**src/rtl/bcp_clause_scanner.sv**
```systemverilog
// Clause-table scanner for hardware BCP: walks every clause entry against a
// captured assignment and streams matching clause indices over valid/ready.
module bcp_clause_scanner #(
  parameter int VAR_NUM    = 8,
  parameter int CLAUSE_NUM = 16,
  parameter int IDX_W      = 4
) (
  input  logic               clock,
  input  logic               reset_n,
  input  logic               cfg_we,
  input  logic [IDX_W-1:0]   cfg_addr,
  input  logic [VAR_NUM-1:0] cfg_type,
  input  logic [VAR_NUM-1:0] cfg_mask,
  input  logic               cfg_valid,
  input  logic               start,
  input  logic               abort,
  input  logic [VAR_NUM-1:0] assignment,
  output logic               busy,
  output logic               hit_valid,
  input  logic               hit_ready,
  output logic [IDX_W-1:0]   hit_idx,
  output logic               done,
  output logic [IDX_W:0]     hit_count
);

  typedef enum logic [1:0] {IDLE, SCAN, EMIT, DONE} state_t;

  state_t state_reg, state_next;

  logic [VAR_NUM-1:0]    type_reg [CLAUSE_NUM];
  logic [VAR_NUM-1:0]    mask_reg [CLAUSE_NUM];
  logic [CLAUSE_NUM-1:0] valid_reg;

  logic [VAR_NUM-1:0] assign_reg, assign_next;
  logic [IDX_W-1:0]   idx_reg, idx_next;
  logic [IDX_W-1:0]   hit_idx_reg, hit_idx_next;
  logic [IDX_W:0]     hit_count_reg, hit_count_next;

  logic cfg_open;
  logic entry_match;
  logic last_idx;

  // Writes only land while idle, so a running scan always sees a frozen table.
  assign cfg_open = cfg_we && (state_reg == IDLE);

  genvar gi;
  generate
    for (gi = 0; gi < CLAUSE_NUM; gi++) begin : g_entry
      always_ff @(posedge clock or negedge reset_n) begin
        if (!reset_n) begin
          valid_reg[gi] <= 1'b0;
          type_reg[gi]  <= '0;
          mask_reg[gi]  <= '0;
        end else if (cfg_open && (cfg_addr == IDX_W'(gi))) begin
          valid_reg[gi] <= cfg_valid;
          type_reg[gi]  <= cfg_type;
          mask_reg[gi]  <= cfg_mask;
        end
      end
    end
  endgenerate

  // A present literal fails when the variable value disagrees with its polarity.
  assign entry_match = valid_reg[idx_reg] &
                       ~|(mask_reg[idx_reg] & (assign_reg ^ type_reg[idx_reg]));
  assign last_idx    = (idx_reg == IDX_W'(CLAUSE_NUM - 1));

  always_ff @(posedge clock or negedge reset_n) begin
    if (!reset_n) begin
      state_reg     <= IDLE;
      assign_reg    <= '0;
      idx_reg       <= '0;
      hit_idx_reg   <= '0;
      hit_count_reg <= '0;
    end else begin
      state_reg     <= state_next;
      assign_reg    <= assign_next;
      idx_reg       <= idx_next;
      hit_idx_reg   <= hit_idx_next;
      hit_count_reg <= hit_count_next;
    end
  end

  always_comb begin
    state_next     = state_reg;
    assign_next    = assign_reg;
    idx_next       = idx_reg;
    hit_idx_next   = hit_idx_reg;
    hit_count_next = hit_count_reg;
    case (state_reg)
      IDLE: begin
        if (start) begin
          assign_next    = assignment;
          idx_next       = '0;
          hit_count_next = '0;
          state_next     = SCAN;
        end
      end
      SCAN: begin
        if (entry_match) begin
          hit_idx_next = idx_reg;
          state_next   = EMIT;
        end else if (last_idx) begin
          state_next = DONE;
        end else begin
          idx_next = idx_reg + 1'b1;
        end
      end
      EMIT: begin
        if (hit_ready) begin
          hit_count_next = hit_count_reg + 1'b1;
          if (last_idx) begin
            state_next = DONE;
          end else begin
            idx_next   = idx_reg + 1'b1;
            state_next = SCAN;
          end
        end
      end
      DONE: state_next = IDLE;
      default: state_next = IDLE;
    endcase
    // Abort wins over everything, including a handshake in the same cycle.
    if (abort && (state_reg != IDLE)) begin
      state_next     = IDLE;
      hit_count_next = hit_count_reg;
    end
  end

  assign busy      = (state_reg != IDLE);
  assign hit_valid = (state_reg == EMIT);
  assign done      = (state_reg == DONE);
  assign hit_idx   = hit_idx_reg;
  assign hit_count = hit_count_reg;

endmodule

```
**config.mk**
```make
export PLATFORM = sky130hd
export DESIGN_NAME = bcp_clause_scanner
export DESIGN_NICKNAME = d
export VERILOG_FILES = /design/src/rtl/bcp_clause_scanner.sv
export SDC_FILE = /design/constraint.sdc
export NUM_CORES = 1
export LEC_CHECK = 0
export BUFFER_PORTS_ARGS = -buffer_cell sky130_fd_sc_hd__buf_4
export CAP_MARGIN = 10
export CELL_PAD_IN_SITES_DETAIL_PLACEMENT = 1
export CELL_PAD_IN_SITES_GLOBAL_PLACEMENT = 1
export CORE_UTILIZATION = 49
export CTS_BUF_LIST = sky130_fd_sc_hd__clkbuf_4 sky130_fd_sc_hd__clkbuf_8
export CTS_CLUSTER_SIZE = 25
export DETAILED_ROUTE_END_ITERATION = 6
export GPL_TIMING_DRIVEN = 0
export PLACE_DENSITY_LB_ADDON = 0.1
export RECOVER_POWER = 50
export SYNTH_ARGS = -nofsm -noshare
export SYNTH_HDL_FRONTEND = slang
export SYNTH_SLANG_ARGS = --single-unit
```
**constraint.sdc**
```tcl
create_clock -name clock -period 2.6 [get_ports clock]
set_clock_uncertainty 0.15 [all_clocks]
set_input_delay 0.13 -clock clock [delete_from_list [all_inputs] [get_ports clock]]
set_output_delay 0.13 -clock clock [all_outputs]
set_load 0.05 [all_outputs]
```
==> results of run 1 <==
-- cell families (layout without fill, tap and decap cells) --
family | after synthesis | in the layout | share of synthesized area [%]
simple gates | 128 | 128 | 4.348
buf+inv | 79 | 296 | 2.908
fa+ha+maj | 7 | 7 | 0.6301
mux | 345 | 345 | 30.55
compound gates | 79 | 79 | 4.033
xor+xnor | 70 | 70 | 4.411
flops | 295 | 295 | 53.11
other cells | 0 | 1 | 0
-- final timing paths --
path,end,slack (ns),from
max in group asynchronous,mask_reg[5],0.07,reset_n
min in group asynchronous,mask_reg[65],0.25,reset_n
max,state_reg[0],-0.52,idx_reg[1]
min,mask_reg[24],0.07,cfg_we
min reg2reg,hit_count[4],0.34,hit_count[4]
max reg2reg,state_reg[0],-0.52,idx_reg[1]
-- final cells by class --
class / instances / area share [%]
tap: 378 / 2.754
buffer: 67 / 3.352
inverter: 10 / 0.2186
clock buffer: 80 / 6.084
sequential: 295 / 42.99
clock inverter: 10 / 0.5829
antenna: 1 / 0.01457
multi-input combinational: 629 / 37.50
timing repair buffer: 129 / 6.499
-- worst max-delay path, delay by kind of cell, from the launching register on --
kind,cells,cell delay (ns)
AO/OA/AOI/OAI,4,0.87
XOR/XNOR,1,0.11
buffers and inverters,4,0.65
flip-flops,1,0.37
multiplexers,1,0.23
AND/OR/NAND/NOR,3,0.59
-- repair_timing --
item / 4_1_cts / 5_1_grt
setup buffers: 21 / 23
resized for setup: 115 / 34
endpoints found under the hold margin: 219 / 0
hold buffers: 32 / 0
setup endpoints to repair: 257 / 148
pin swaps: 18 / 7
gates cloned: 0 / 2
-- report_power, final --
group | switching (mW) | total [mW] | internal [mW]
logic | 3.72 | 7.84 | 4.12
clock network | 1.93 | 4.67 | 2.74
registers | 1.26 | 7.97 | 6.71
-- cell usage in the layout (no fill, tap or decap), types with 7 or more instances in the layout --
cell           synthesis  layout
dfrtp_1              295     294
mux4_2                33      33
clkbuf_4               0      19
inv_1                  9       7
buf_12                 2      11
mux2i_1               29      24
clkbuf_1              42      33
a221oi_1               9       9
a31oi_1               10       8
clkbuf_8               0      74
buf_6                  6      11
xnor2_1               12      12
clkinv_2               0       8
o21ai_0               15      14
nor3_1                 8       7
dlygate4sd3_1          0      32
xor2_1                58      57
a21oi_1                9       7
nor2_1                25      14
mux2_2               281     280
buf_4                  4      77
nand2_1               44      37
nand3_1               19      15
nor2_4                 0      10
-- metrics by stage --
stage | instances | instance area, um^2 | util, % | power (mW) | hold slack [ns]
2_1_floorplan | 1003 | 13910 | - | 12.71 | -0.3156
3_3_place_gp | 1425 | 14710 | 52.80 | 14.51 | 0.2138
3_5_place_dp | 1432 | 14830 | 53.22 | 14.83 | 0.07107
4_1_cts | 1573 | 16860 | 60.53 | 20.08 | 0.01867
5_1_grt | 1598 | 17170 | 61.63 | 21.57 | 0.05843
6_report | 1599 | 17170 | 61.64 | 20.48 | 0.07410
-- routing by layer --
metal	GRT usage (%)	vias up	wire length [um]
met5	0	-	0
met4	8.539	0	919
met3	5.698	67	2050
met2	49.95	242	20920
met1	40.81	4951	18220
li1	-	3998	-
==> results.sh, run 1 <==
export IMPL_status="finished with violations"
export IMPL_failed_checks="negative setup slack"
export IMPL_yosys_top_cells_count="dfrtp_1 (295), mux2_2 (281), xor2_1 (58)"
export IMPL_max_freq_ghz=0.3203
export IMPL_arrival_ns=3.42
export IMPL_cts_buffer_depth=3
export IMPL_maxCapViolations=0
export IMPL_num_rows=61
export IMPL_yosys_area_top_type="dfrtp_1"
export IMPL_slew_viol_final=0
export IMPL_crit_path_start_kind="flip-flop"
export IMPL_drive_above_1_share_pct=48.20
export IMPL_die_area_mm2=0.02904
export IMPL_grt_max_degree=109
export IMPL_synthCells=1003
export IMPL_synth_edf_count=0
export IMPL_synthArstFlopShare_pct=100.0
export IMPL_synthFlopType="dfrtp_1"
export IMPL_synth_area_leaders="dfrtp_1 (53%), mux2_2 (23%), mux4_2 (5.3%), xor2_1 (3.7%), mux2i_1 (2.1%)"
export IMPL_hold_path_depth=4
export IMPL_io_buffers=44
export IMPL_maxSlewHeadroom_pct=3.498
export IMPL_drt_first_iter_violations=584
export IMPL_fp_dieW_um=170.4
export IMPL_seq_area_frac_synth_pct=53.11
export IMPL_vias_per_cell=5.790
export IMPL_start_util_pct=49.89
export IMPL_multi_input_area_mm2=0.006440
export IMPL_gp_congestion=0.8309
export IMPL_hpwl_mm=26.51
export IMPL_clockRootBuffer="clkbuf_8"
export IMPL_synth_cell_types=56
export IMPL_critical_path_cell_chain="buf_6, buf_12, buf_12, mux2i_2, xnor2_1, a41o_4, nor4_4, nand4_1, o41ai_2, buf_4, nand2_2, a2111o_1, o211a_1"
export IMPL_cts_made_buffers=50
export IMPL_grt_setup_unrepaired="true"
export IMPL_clkSinkCount=295
export IMPL_cts_tree="built"
export IMPL_power_density_mw_per_mm2=1192
export IMPL_overflow=0
export IMPL_setup_violations=10
export IMPL_clk_pin_slew_ns=0.06
export IMPL_preCtsSetupSlack_ns=-1.129
export IMPL_cpPeakStageDelay_ns=0.37
export IMPL_fillCellCount=2660
export IMPL_ys_warnings_count=0
export IMPL_ant_nets=0
export IMPL_clk_latency_ns=0.58
export IMPL_r2r_worst_path_cells=13
export IMPL_synth_avg_cell_area_um2=13.86
export IMPL_critical_path_class="flip-flop to flip-flop"
export IMPL_period_needed_ns=3.122
export IMPL_finalCritPeriodShare_pct=120.1
export IMPL_grt_pass1_vias=10020
export IMPL_num_vias=9258
export IMPL_worst_pin_slew_ns=1.448
export IMPL_core_area_mm2=0.02786
export IMPL_synth_fp_nets=1045
export IMPL_ios=47
export IMPL_hold_violations=0
export IMPL_cp_slowest_cell="dfrtp_1"
export IMPL_areaGrowthSynthToFinish_pct=23.56
export IMPL_grt_pass1_wl_mm=63.47
export IMPL_drc=0
export IMPL_antenna_found_initial=1
export IMPL_min_delay_path_class="primary input to flip-flop"
export IMPL_p_leak_nw=7.705
export IMPL_synth_area_mm2=0.01390
export IMPL_crit_top_cell="buf_12"
export IMPL_wirelength_mm=42.11
export IMPL_layout_setup_ws_ns=-0.5223
export IMPL_track_usage_pct=30.26
export IMPL_dieHeight_um=170.4
export IMPL_synth_top_cell_area_share_pct=53.11
export IMPL_htree_levels=2
export IMPL_setup_tns_final_ns=-4.380
export IMPL_endpoint_kind="flip-flop"
export IMPL_drt_first_pass_iters=5
export IMPL_cp_required_ns=2.90
export IMPL_cp_max_fo=8
export IMPL_avgRoutedWirePerCell_um=26.34
export IMPL_yosysMostFrequentCell="dfrtp_1"
export IMPL_ys_seq_elements=295
export IMPL_nNetsFinal=1224
export IMPL_peakVddDrop_mv=0.5533
export IMPL_seqCellArea_mm2=0.007383
(Power assumes the default switching activity.)
==> inputs of run 2 (changes only) <==
CORE_UTILIZATION = 50   (was 49)
clock period = 3.5 ns   (was 2.6 ns; I/O delays follow)
==> results.sh, run 2 (same netlist as run 1, synthesis figures left out) <==
export IMPL_status="finished with violations"
export IMPL_failed_checks="max-capacitance violations, max-slew violations"
export IMPL_slew_viol_final=65
export IMPL_drt_first_pass_iters=4
export IMPL_cp_max_fo=10
export IMPL_cp_num_cells=7
export IMPL_met2WireLength_mm=19.31
export IMPL_setup_tns_final_ns=0
export IMPL_cpPeakStageDelay_ns=0.91
export IMPL_maxSlewHeadroom_pct=-20.11
export IMPL_endpoint_kind="flip-flop"
export IMPL_r2r_slack_ns=0.08
export IMPL_num_vias=8885
export IMPL_avgRoutedWirePerCell_um=25.45
export IMPL_ant_nets=0
export IMPL_grt_pass1_vias=9760
export IMPL_hold_path_depth=4
export IMPL_io_buffers=44
export IMPL_combPwrFrac_pct=35.7
export IMPL_crit_family="buffers and inverters"
export IMPL_period_needed_ns=3.419
export IMPL_die_area_mm2=0.02847
export IMPL_fin_cells=1552
export IMPL_holdCritStartpoint="cfg_addr[3]"
export IMPL_gp_congestion=0.7994
export IMPL_power_share_clock_pct=24.5
export IMPL_nNetsFinal=1179
export IMPL_finalCritPeriodShare_pct=97.67
export IMPL_reg2reg_to="mask_reg[93]"
export IMPL_crit_buf_inv=3
export IMPL_hpwl_mm=26.29
export IMPL_critical_path_class="flip-flop to flip-flop"
export IMPL_hold_violations=0
export IMPL_dieHeight_um=168.7
export IMPL_overflow=0
export IMPL_clkSinkCount=295
export IMPL_holdPathEnd="mask_reg[103]"
export IMPL_rr_startpoint="state_reg[0]"
export IMPL_num_rows=60
export IMPL_p_sw_share_pct=33.07
export IMPL_wl_met1_mm=17.41
export IMPL_p_sw_mw=4.887
export IMPL_top_layer="met4"
export IMPL_cts_tree="built"
export IMPL_grt_pass1_wl_mm=61.00
export IMPL_diodes=0
export IMPL_ios=47
export IMPL_critical_path_cell_chain="inv_1, ha_1, nand2_1, or4_1, clkbuf_1, clkbuf_1, mux2_2"
export IMPL_power_density_mw_per_mm2=898.6
export IMPL_grt_setup_unrepaired="true"
export IMPL_cts_buffer_depth=3
export IMPL_peakVddDrop_mv=0.4535
export IMPL_grt_max_degree=117
export IMPL_min_delay_path_class="primary input to flip-flop"
export IMPL_layout_cells_most_common="dfrtp_1"
export IMPL_p_leak_nw=7.394
export IMPL_vias_per_cell=5.725
export IMPL_cts_made_buffers=52
export IMPL_drc=0
export IMPL_crit_path_start_kind="flip-flop"
export IMPL_areaGrowthSynthToFinish_pct=18.33
export IMPL_track_usage_pct=29.25
export IMPL_worst_pin_slew_ns=1.802
export IMPL_fp_dieW_um=168.7
export IMPL_core_area_mm2=0.02710
export IMPL_clockRootBuffer="clkbuf_8"
export IMPL_setup_violations=0
export IMPL_start_util_pct=51.28
export IMPL_htree_levels=2
export IMPL_max_freq_ghz=0.2925
export IMPL_drive_above_1_share_pct=43.22
export IMPL_seqPwrFrac_pct=39.8
export IMPL_cp_slowest_cell="clkbuf_1"
export IMPL_drt_first_iter_violations=449
export IMPL_cp_required_ns=3.80
export IMPL_wirelength_mm=39.49
export IMPL_mostFrequentLayoutCells="dfrtp_1 (295), mux2_2 (281), clkbuf_8 (74), xor2_1 (58), nand2_1 (44)"
export IMPL_clk_pin_slew_ns=0.06
export IMPL_crit_top_cell="clkbuf_1"
export IMPL_place_inst=1424
export IMPL_p_int_mw=9.891
export IMPL_maxCapViolations=1
export IMPL_r2r_worst_path_cells=7
export IMPL_clk_latency_ns=0.58
export IMPL_antenna_found_initial=0
export IMPL_arrival_ns=3.71
export IMPL_route_met3_wl_mm=1.821
[run 2: repair_timing]
item	4_1_cts	5_1_grt
setup buffers	2	0
hold buffers	31	0
endpoints found under the setup margin	87	35
hold endpoints to repair	396	0
resized for setup	14	31
pin swaps	1	1
[run 2: power groups by stage]
stage               registers (mW)  logic (mW)  clock network, mW
floorplan                     5.66        3.78                  0
global placement              5.81        4.95                  0
detailed placement            5.91        5.11                  0
CTS                           5.86        5.26               3.68
global route                  6.07        5.69               3.83
finish                        5.88        5.28               3.62
[run 2: worst register-to-register path: cells and delay by family, from the launching register on]
kind | cells | cell delay [ns]
multiplexers | 1 | 0.44
buffers and inverters | 3 | 1.64
flip-flops | 1 | 0.44
AND/OR/NAND/NOR | 2 | 0.32
adder cells (fa/ha/maj) | 1 | 0.31
[run 2: worst max path at each step]
| stage | start | slack (ns) | endpoint |
|---|---|---|---|
| after global placement | state_reg[0] | -1.20 | type_reg[28] |
| after global routing | idx_reg[1] | -0.004 | idx_reg[2] |
| after detailed placement | state_reg[0] | -0.39 | mask_reg[20] |
| final | state_reg[0] | 0.08 | mask_reg[93] |
| after CTS | idx_reg[1] | 0.006 | idx_reg[2] |
| after floorplan | idx_reg[1] | 0.77 | state_reg[0] |
[run 2: through the flow]
stage	hold slack (ns)	cell area (um^2)	util [%]	setup WS, ns	total power, mW
floorplan	-0.2706	13900	-	0.7669	9.440
global placement	0.2575	14690	54.22	-1.201	10.76
detailed placement	0.01570	14800	54.62	-0.3855	11.02
CTS	0.005839	16390	60.48	0.006170	14.80
global route	0.03241	16450	60.68	-0.003523	15.59
finish	0.03506	16450	60.68	0.08143	14.78
[run 2: area by class of cell]
type                            instances  area (um^2)
Clock buffer                           88         1124
Tap cell                              372        465.4
Sequential cell                       295         7382
Timing Repair Buffer                   82        719.4
Fill cell                            2575        10660
Buffer                                 67        422.9
Multi-Input combinational cell        629         6192
Clock inverter                          9        102.6
Inverter                               10        37.54
[run 2: per-layer routing]
metal	vias to the layer above	GRT usage [%]
met4	0	8.063
met5	-	0
met3	62	3.554
met1	4721	40.00
met2	191	49.41
li1	3911	-
